## src/rtl/mmu_feeder_pkg.sv

```systemverilog
// mmu_feeder_pkg: shared definitions for the MMU feeder and the MMU output-side blocks.
//   feeder_state_t    : feeder FSM state encoding
//   DEFAULT_DEPTH     : default array lanes / tile rows
//   DEFAULT_BIT_WIDTH : default operand width per lane
//   cnt_width()       : counter width for values 0..n-1 (never below 1 bit)
package mmu_feeder_pkg;

  localparam int DEFAULT_DEPTH     = 4;
  localparam int DEFAULT_BIT_WIDTH = 8;

  typedef enum logic [1:0] {
    IDLE   = 2'd0,
    LOAD   = 2'd1,
    STREAM = 2'd2,
    DONE   = 2'd3
  } feeder_state_t;

  function automatic int cnt_width(input int n);
    return (n <= 1) ? 1 : $clog2(n);
  endfunction

endpackage

```

## src/rtl/mmu_feeder_if.sv

```systemverilog
// mmu_feeder_if: row-load handshake plus skewed array-side outputs of the feeder.
//   in_valid / in_ready : row handshake (source -> feeder)
//   data_vec / wt_vec   : one data row and one weight row, lane i at [i*bit_width +: bit_width]
//   data_arr / wt_arr   : skewed operands to the systolic array
//   control             : array enable, high on every stream cycle
//   busy / done         : feeder not idle / one-cycle end-of-tile pulse
// master = row source (testbench / upstream), slave = feeder.
interface mmu_feeder_if #(
  parameter int depth     = mmu_feeder_pkg::DEFAULT_DEPTH,
  parameter int bit_width = mmu_feeder_pkg::DEFAULT_BIT_WIDTH
);

  logic                         in_valid;
  logic                         in_ready;
  logic [depth*bit_width-1:0]   data_vec;
  logic [depth*bit_width-1:0]   wt_vec;
  logic [depth*bit_width-1:0]   data_arr;
  logic [depth*bit_width-1:0]   wt_arr;
  logic                         control;
  logic                         busy;
  logic                         done;

  modport master (
    output in_valid, data_vec, wt_vec,
    input  in_ready, data_arr, wt_arr, control, busy, done
  );

  modport slave (
    input  in_valid, data_vec, wt_vec,
    output in_ready, data_arr, wt_arr, control, busy, done
  );

endinterface

```

## src/rtl/mmu_feeder_skew_lane.sv

```systemverilog
// skew_lane: picks one lane's operand for stream step t.
//   i_col  : this lane's element from every buffered row (index = row)
//   i_t    : stream step
//   o_elem : i_col[t - lane] when 0 <= t - lane < depth, else zero
module skew_lane
  import mmu_feeder_pkg::*;
#(
  parameter int depth     = DEFAULT_DEPTH,
  parameter int bit_width = DEFAULT_BIT_WIDTH,
  parameter int lane      = 0,
  parameter int t_w       = 3
) (
  input  logic [depth-1:0][bit_width-1:0] i_col,
  input  logic [t_w-1:0]                  i_t,
  output logic [bit_width-1:0]            o_elem
);

  // OR-select: at most one row matches t - lane, so no priority is needed
  always_comb begin
    o_elem = '0;
    for (int r = 0; r < depth; r++) begin
      o_elem = o_elem | ({bit_width{(32'(i_t) == 32'(r + lane))}} & i_col[r]);
    end
  end

endmodule

```

## src/rtl/mmu_feeder.sv

```systemverilog
// mmu_feeder: buffers a depth x depth tile of data and weight rows, then streams
// them diagonally skewed into a systolic array over 2*depth-1 cycles.
//   clk   : clock, all state on posedge
//   reset : asynchronous, active-high
//   bus   : mmu_feeder_if.slave (row handshake in, skewed operands / status out)
module mmu_feeder
  import mmu_feeder_pkg::*;
#(
  parameter int depth     = DEFAULT_DEPTH,
  parameter int bit_width = DEFAULT_BIT_WIDTH
) (
  input  logic         clk,
  input  logic         reset,
  mmu_feeder_if.slave  bus
);

  localparam int ROW_W = depth * bit_width;
  localparam int CNT_W = cnt_width(depth);
  localparam int T_W   = cnt_width(2 * depth - 1);
  localparam logic [CNT_W-1:0] LAST_ROW = CNT_W'(depth - 1);
  localparam logic [T_W-1:0]   T_LAST   = T_W'(2 * depth - 2);

  feeder_state_t               r_state;
  feeder_state_t               w_state_nxt;
  logic [CNT_W-1:0]            r_row_cnt;
  logic [CNT_W-1:0]            w_row_cnt_nxt;
  logic [CNT_W-1:0]            w_wr_idx;
  logic [T_W-1:0]              r_t;
  logic [T_W-1:0]              w_t_nxt;
  logic                        w_in_ready;
  logic                        w_hs;
  logic                        w_last_row;
  logic [depth-1:0][ROW_W-1:0] r_data_buf;
  logic [depth-1:0][ROW_W-1:0] r_wt_buf;
  logic [ROW_W-1:0]            w_data_skew;
  logic [ROW_W-1:0]            w_wt_skew;
  logic [ROW_W-1:0]            r_data_arr;
  logic [ROW_W-1:0]            r_wt_arr;
  logic                        r_control;
  logic                        r_busy;
  logic                        r_done;

  assign w_hs       = bus.in_valid & w_in_ready;
  assign w_last_row = (w_wr_idx == LAST_ROW);

  // Handshake-side decode: ready in IDLE/LOAD, write index restarts at row 0 from IDLE
  always_comb begin
    w_in_ready = 1'b0;
    w_wr_idx   = r_row_cnt;
    case (r_state)
      IDLE: begin
        w_in_ready = 1'b1;
        w_wr_idx   = '0;
      end
      LOAD: begin
        w_in_ready = 1'b1;
        w_wr_idx   = r_row_cnt;
      end
      STREAM, DONE: begin
        w_in_ready = 1'b0;
        w_wr_idx   = r_row_cnt;
      end
      default: begin
        w_in_ready = 1'b0;
        w_wr_idx   = '0;
      end
    endcase
  end

  // Next-state logic for FSM, row counter and stream step
  always_comb begin
    w_state_nxt   = r_state;
    w_row_cnt_nxt = r_row_cnt;
    w_t_nxt       = '0;
    case (r_state)
      IDLE, LOAD: begin
        if (w_hs) begin
          if (w_last_row) begin
            w_state_nxt   = STREAM;
            w_row_cnt_nxt = '0;
          end else begin
            w_state_nxt   = LOAD;
            w_row_cnt_nxt = w_wr_idx + CNT_W'(1);
          end
        end else begin
          w_state_nxt   = r_state;
          w_row_cnt_nxt = r_row_cnt;
        end
      end
      STREAM: begin
        if (r_t == T_LAST) begin
          w_state_nxt = DONE;
          w_t_nxt     = '0;
        end else begin
          w_state_nxt = STREAM;
          w_t_nxt     = r_t + T_W'(1);
        end
      end
      DONE: begin
        w_state_nxt = IDLE;
      end
      default: begin
        w_state_nxt   = IDLE;
        w_row_cnt_nxt = '0;
      end
    endcase
  end

  // FSM state, row counter and stream step registers
  always_ff @(posedge clk or posedge reset) begin
    if (reset) begin
      r_state   <= IDLE;
      r_row_cnt <= '0;
      r_t       <= '0;
    end else begin
      r_state   <= w_state_nxt;
      r_row_cnt <= w_row_cnt_nxt;
      r_t       <= w_t_nxt;
    end
  end

  // Row buffers: written only on a handshake, contents survive reset
  always_ff @(posedge clk) begin
    for (int r = 0; r < depth; r++) begin
      if (w_hs && (w_wr_idx == CNT_W'(r))) begin
        r_data_buf[r] <= bus.data_vec;
        r_wt_buf[r]   <= bus.wt_vec;
      end
    end
  end

  // Skew selection is fed the *next* step so the registered outputs line up with
  // STREAM; at step 0 only row 0 is read, which was stored on an earlier handshake.
  for (genvar i = 0; i < depth; i++) begin : g_lane
    logic [depth-1:0][bit_width-1:0] w_data_col;
    logic [depth-1:0][bit_width-1:0] w_wt_col;

    // Gather lane i of every buffered row
    always_comb begin
      w_data_col = '0;
      w_wt_col   = '0;
      for (int r = 0; r < depth; r++) begin
        w_data_col[r] = r_data_buf[r][i*bit_width +: bit_width];
        w_wt_col[r]   = r_wt_buf[r][i*bit_width +: bit_width];
      end
    end

    skew_lane #(
      .depth     (depth),
      .bit_width (bit_width),
      .lane      (i),
      .t_w       (T_W)
    ) u_data_lane (
      .i_col  (w_data_col),
      .i_t    (w_t_nxt),
      .o_elem (w_data_skew[i*bit_width +: bit_width])
    );

    skew_lane #(
      .depth     (depth),
      .bit_width (bit_width),
      .lane      (i),
      .t_w       (T_W)
    ) u_wt_lane (
      .i_col  (w_wt_col),
      .i_t    (w_t_nxt),
      .o_elem (w_wt_skew[i*bit_width +: bit_width])
    );
  end

  // Registered outputs, decoded from the state being entered
  always_ff @(posedge clk or posedge reset) begin
    if (reset) begin
      r_data_arr <= '0;
      r_wt_arr   <= '0;
      r_control  <= 1'b0;
      r_busy     <= 1'b0;
      r_done     <= 1'b0;
    end else begin
      r_data_arr <= (w_state_nxt == STREAM) ? w_data_skew : '0;
      r_wt_arr   <= (w_state_nxt == STREAM) ? w_wt_skew : '0;
      r_control  <= (w_state_nxt == STREAM);
      r_busy     <= (w_state_nxt != IDLE);
      r_done     <= (w_state_nxt == DONE);
    end
  end

  assign bus.in_ready = w_in_ready;
  assign bus.data_arr = r_data_arr;
  assign bus.wt_arr   = r_wt_arr;
  assign bus.control  = r_control;
  assign bus.busy     = r_busy;
  assign bus.done     = r_done;

endmodule

```

## src/flat_wrapper.sv

```systemverilog
// flat-port wrapper written by rule: the top's interface ports become plain ports
module mmu_feeder_flat import mmu_feeder_pkg::*;
#(
  parameter int depth     = DEFAULT_DEPTH,
  parameter int bit_width = DEFAULT_BIT_WIDTH
)
  (clk, reset, bus_in_valid, bus_data_vec, bus_wt_vec, bus_in_ready, bus_data_arr, bus_wt_arr, bus_control, bus_busy, bus_done);
  mmu_feeder_if #(.depth(depth), .bit_width(bit_width)) bus_i ();
  input  logic clk;
  input  logic reset;
  input wire logic [$bits(bus_i.in_valid)-1:0] bus_in_valid;
  input wire logic [$bits(bus_i.data_vec)-1:0] bus_data_vec;
  input wire logic [$bits(bus_i.wt_vec)-1:0] bus_wt_vec;
  output wire logic [$bits(bus_i.in_ready)-1:0] bus_in_ready;
  output wire logic [$bits(bus_i.data_arr)-1:0] bus_data_arr;
  output wire logic [$bits(bus_i.wt_arr)-1:0] bus_wt_arr;
  output wire logic [$bits(bus_i.control)-1:0] bus_control;
  output wire logic [$bits(bus_i.busy)-1:0] bus_busy;
  output wire logic [$bits(bus_i.done)-1:0] bus_done;
  assign bus_i.in_valid = bus_in_valid;
  assign bus_i.data_vec = bus_data_vec;
  assign bus_i.wt_vec = bus_wt_vec;
  assign bus_in_ready = bus_i.in_ready;
  assign bus_data_arr = bus_i.data_arr;
  assign bus_wt_arr = bus_i.wt_arr;
  assign bus_control = bus_i.control;
  assign bus_busy = bus_i.busy;
  assign bus_done = bus_i.done;
  mmu_feeder #(.depth(depth), .bit_width(bit_width)) u_core (.clk(clk), .reset(reset), .bus(bus_i));
endmodule
```

## config.mk

```make
export PLATFORM = sky130hd
export DESIGN_NAME = mmu_feeder_flat
export DESIGN_NICKNAME = d
export VERILOG_FILES = /design/src/rtl/mmu_feeder_pkg.sv /design/src/rtl/mmu_feeder_if.sv /design/src/rtl/mmu_feeder_skew_lane.sv /design/src/rtl/mmu_feeder.sv /design/src/flat_wrapper.sv
export SDC_FILE = /design/constraint.sdc
export NUM_CORES = 1
export LEC_CHECK = 0
export CORE_UTILIZATION = 43
export CTS_BUF_LIST = sky130_fd_sc_hd__clkbuf_8
export DETAILED_ROUTE_END_ITERATION = 8
export MAX_ROUTING_LAYER = met4
export PLACE_DENSITY_LB_ADDON = 0.1
export REMOVE_ABC_BUFFERS = 1
export SLEW_MARGIN = 5
export SYNTH_ARGS = -nofsm -noshare
export SYNTH_HDL_FRONTEND = slang
export SYNTH_HIERARCHICAL = 1
export SYNTH_SLANG_ARGS = --single-unit
```

## constraint.sdc

```tcl
create_clock -name clk -period 7.5 [get_ports clk]
set_input_delay 1.125 -clock clk [delete_from_list [all_inputs] [get_ports clk]]
set_output_delay 1.125 -clock clk [all_outputs]
set_load 0.005 [all_outputs]
```

# Word-level counts from Yosys, hierarchy flattened
# Index checks and enable logic that the tools add are counted.
# totals
ff_bits	330
in_bits	67
output_inout_bits	68
wordCells	113
# classes
addsub	2
eq_ne	15
muxes	11
bitwise_logic	57
n_reduce_logical	12
# op_table
cell	count
$and 8x8->8	32
$or 8x8->8	24
$mux 32	2
$eq 2x2->1 const B	6
$eq 3x3->1 const B	4
$eq 3x2->1 const B	2
$mux 2	3
$mux 3	2
$pmux 2 s3	1
$eq 2x1->1 const B	2
$logic_and 1x1->1	4
$logic_not 2->1	2
$pmux 2 s2	1
$reduce_or 2->1	2
$add 3x1->3 const B	1
$eq 3x1->1 const B	1
$logic_not 3->1	1
$reduce_or 3->1	1
$add 2x1->2 const B	1
$pmux 1 s2	1
$reduce_and 2->1	1
$reduce_bool 2->1	1
$and 1x1->1	1
$mux 1	1

# Logic depth before layout (Yosys ltp)
# depth
depth_word	9
depth_mapped	12
ltp_nobuf	6

# Modules after synthesis
# The synthesis kept the hierarchy.
# modules_own_cells
mod	instances	cells_each	area_per_inst_um2	seq_area_each_um2
mmu_feeder	1	526	10981.8	9539.1
skew_lane (u_core.g_lane[3].u_data_lane ...)	2	40	387.9	0.0
skew_lane (u_core.g_lane[1].u_data_lane ...)	2	38	314.1	0.0
skew_lane (u_core.g_lane[0].u_data_lane ...)	2	30	262.8	0.0
skew_lane (u_core.g_lane[2].u_data_lane ...)	2	30	261.5	0.0

# Worst setup path before layout
# Ideal clock, no wire load.
# synth_path
kind	input -> register
start	input bus_in_valid
end	register u_core.r_data_buf, in the netlist u_core/g_lane[0].w_data_col[0], enable pin
setup_ns	0.429
arrival_ns	2.921
required_ns	7.071
setup_slack_ns	4.150
cell_stages	2
n_path_buf	0
cell_sequence	nor2b_1 and2_1
# synth_via
elab_chain_cells	2
# synth_lines
item	line	text
from (decl)	flat_wrapper.sv:11	input wire logic [$bits(bus_i.in_valid)-1:0] bus_in_valid;
$and 1x1->1	mmu_feeder.sv:43	assign w_hs = bus.in_valid & w_in_ready;
$logic_and 1x1->1	mmu_feeder.sv:125	if (w_hs && (w_wr_idx == CNT_W'(r))) begin
to (signal, indexed assignment)	mmu_feeder.sv:126	r_data_buf[r] <= bus.data_vec;
to (decl)	mmu_feeder.sv:33	logic [depth-1:0][ROW_W-1:0] r_data_buf;
# Every way passes these cells.
# A chain may end at the register's enable or synchronous reset.

# Final worst setup path
# layout_path
start	register u_core.r_state[1]
end	register u_core.r_wt_buf, in the netlist u_core/g_lane[3].w_wt_col[27], enable pin
# layout_via
elab_chain_cells	5
elab_cells_between_ends	12
cone_classes	eq/ne (4); mux (2); bitwise (1); reduce/logical (5)
# layout_lines
item	line	text
from (decl)	mmu_feeder.sv:23	feeder_state_t r_state;
from (signal assigned)	mmu_feeder.sv:116	r_state <= w_state_nxt;
$eq 2x1->1, or another cell as far along	mmu_feeder.sv:50	case (r_state)
$reduce_or 3->1 (no line), or another cell as far along	--	
$pmux 2 s2 or $pmux 1 s2 (tied branches)	mmu_feeder.sv:50	
$eq 2x2->1 or $and 1x1->1 (tied branches)	mmu_feeder.sv:125, mmu_feeder.sv:43	
$logic_and 1x1->1 (*)	mmu_feeder.sv:125	
to (signal, indexed assignment)	mmu_feeder.sv:127	r_wt_buf[r] <= bus.wt_vec;
to (decl)	mmu_feeder.sv:34	logic [depth-1:0][ROW_W-1:0] r_wt_buf;
# Every way passes the cells marked *; elsewhere a longest branch is shown, timed or not.

==> results.tsv <==
metric	value	unit
min_path_cells	1	
multiInputGateArea	3136	um2
routabilityCongestion	0.7235	
power_switching	0.001283	W
hpwl	14.41	mm
initial_utilization	43.80	%
vias	7366	
synth_cell_types	39	
p_leak	5.298	nW
final_area	16050	um2
grt_pass1_wl	43.76	mm
grt_setup_unrepaired	false	
synth_commonest_cells	edfxtp_1, mux2i_1, dfrtp_1	
cp-start-kind	register	
overflow	0	
cts_resized	0	
status	finished clean	
routed_wl	28.51	mm
rows	64	
syn_to_final_growth	19.45	%
syn_area	13430	um2
synth_top_area_share	57.22	%
io_pins	135	
route.detailed.drc	0	
drv_slew	0	
share_comb_of_total_power	15.3	%
hp-start	u_core/r_row_cnt[1]$_DFFE_PP0P_	
die_area	31950	um2
power.internal	0.003624	W
fin_tns_setup	0	ns
insertion_delay	0.58	ns
timing.slew.headroom	21.37	%
synth-seq-cells	330	
max_clock_freq	264.2	MHz
min_to	u_core/r_row_cnt[1]$_DFFE_PP0P_	
regArea	9539	um2
antenna_found_initial	1	
ys.flop_type	edfxtp_1	
die_w	178.8	um
worst_slew_pin_slew	1.179	ns
worstSetupPathType	register to register	
switching_share	26.15	%
yosys-top-cells-area	edfxtp_1, dfrtp_1, mux2i_1, a221oi_2, a221oi_1	
synth_edf_count	256	
syn_inst	802	
arrival	4.02	ns
rr_endpoint	u_core/g_lane[3].w_wt_col[27]$_DFFE_PP_	
ant_nets	0	
yosysWarnings	6	
r2r_start	u_core/r_state[1]$_DFF_PP0_	
maxCapViolations	0	
ys_seq_area_share	71.01	%
cts_root_buffer	clkbuf_8	
yosys.area.top_type	edfxtp_1	
clockPowerShare	34.3	%
fin_crit_sh	50.46	%
detail_route.iter0.violations	449	
cp.required	7.73	ns
r2r_setup_slack	3.72	ns
final_nets	1002	
yosysMostFrequentCell	edfxtp_1	
worstSetupEndpointType	register	
fin_worst_skew	0.02084	ns
vdd.ir_drop.worst	226.7	uV
clk_pin_slew_worst_paths	0.06	ns
clock_sinks	330	
clockBufferDepth	3	
dr.pass1.iters	4	
ys_async_sr_fraction	22.42	%
hold_viol	0	
setup_viol	0	
fin_crit	3.785	ns
grt_max_degree	120	
power_density	305.8	nW/um2
p_seq_share	50.4	%
post-cts-setup-buffers	0	
h-tree-depth	2	
cts_buffers	54	
hold_path.class	register to register	
core_area	30670	um2
io_buffers	134	
fillers	2547	
crit_fanout	67	
postCtsHoldBufs	0	
rr_worst_depth	7	
drive_above_1_share	15.05	%
grt_use_total	18.78	%
placed_area	14830	um2
grt_pass1_vias	7693	
avgSynthCellArea	16.75	um2
vias_per_cell	5.361	
post_drt_wl_per_cell	20.75	um
die-height	178.8	um
cts_tree	yes	
flip-flops by register name (all words and copies together), names as in the netlist:
name,flops
u_core/bus.wt_arr,32
u_core/bus.control,1
u_core/g_lane.w_data_col,128
u_core/r_state,2
u_core/bus.done,1
u_core/bus.busy,1
u_core/g_lane.w_wt_col,128
u_core/r_t,3
u_core/r_row_cnt,2
u_core/bus.data_arr,32
critical path: stages, from the launching register on:
cell	delay (ns)
dfrtp_1	0.50
o21ai_0	0.38
inv_1	0.13
ha_1	0.26
nand3b_4	0.08
buf_4	0.79
clkinv_2	0.68
buf_4	0.55
cells in the final DEF (no fill, tap or decap), drive strengths merged, types with 5 or more instances in the layout:
cell / instances
nand4b: 16
or4bb: 12
nand2: 34
or2: 5
o221ai: 32
bufinv: 5
dfrtp: 74
mux2i: 96
o22ai: 32
clkdlybuf4s50: 134
buf: 6
clkinv: 12
edfxtp: 256
clkbuf: 69
and2: 5
inv: 84
nand2b: 15
a221oi: 64
logic make-up after synthesis:
family | synth area share [%]
compound gates | 10.10
flops | 71.01
buf+inv | 6.035
fa+ha+maj | 0.3726
simple gates | 5.169
mux | 7.320
power by group through the flow:
| stage | combinational, W | sequential, W | clock (W) |
|---|---|---|---|
| finish | 0.000750 | 0.00248 | 0.00168 |
| global route | 0.000818 | 0.00250 | 0.00181 |
| CTS | 0.000766 | 0.00248 | 0.00173 |
| detailed placement | 0.000761 | 0.00251 | 0 |
| global placement | 0.000751 | 0.00250 | 0 |
| floorplan | 0.000501 | 0.00250 | 0 |
final cells by class:
| type | instances | share of cell area (%) |
|---|---|---|
| Inverter | 69 | 1.637 |
| Multi-Input combinational cell | 336 | 19.54 |
| Timing Repair Buffer | 140 | 8.717 |
| Tap cell | 396 | 3.088 |
| Antenna cell | 1 | 0.01559 |
| Clock inverter | 33 | 1.637 |
| Clock buffer | 69 | 5.918 |
| Sequential cell | 330 | 59.45 |
how the worst max path moves through the flow:
stage | from | endpoint | cells past startpoint
floorplan | u_core/r_state[0]$_DFF_PP0_ | u_core/bus.data_arr[24]$_DFF_PP0_ | 6
global placement | bus_in_valid | u_core/g_lane[3].w_wt_col[29]$_DFFE_PP_ | 5
detailed placement | bus_in_valid | u_core/g_lane[3].w_wt_col[29]$_DFFE_PP_ | 5
CTS | u_core/r_state[1]$_DFF_PP0_ | u_core/bus.wt_arr[30]$_DFF_PP0_ | 7
global route | u_core/r_state[1]$_DFF_PP0_ | u_core/g_lane[3].w_wt_col[27]$_DFFE_PP_ | 7
finish | u_core/r_state[1]$_DFF_PP0_ | u_core/g_lane[3].w_wt_col[27]$_DFFE_PP_ | 7
layer usage:
layer | up-vias | routed length (um) | global-route usage, %
met5 | - | 0 | -
met4 | 0 | 495 | 5.544
met3 | 47 | 1399 | 3.287
met2 | 198 | 14190 | 30.93
met1 | 3735 | 12420 | 23.80
li1 | 3386 | - | -
through the flow:
stage          hold WS (ns)  power [W]  util, %  worst slack, ns  cells
2_1_floorplan        0.4741   0.003002        -           -7.256    735
3_3_place_gp         0.4893   0.003246    48.36            3.333   1271
3_5_place_dp         0.4994   0.003275    48.36            3.300   1271
4_1_cts              0.5149   0.004971    52.31            3.681   1373
5_1_grt              0.5504   0.005135    52.32            3.476   1374
6_report             0.5175   0.004907    52.32            3.715   1374
Power figures use the tool's default switching activity.
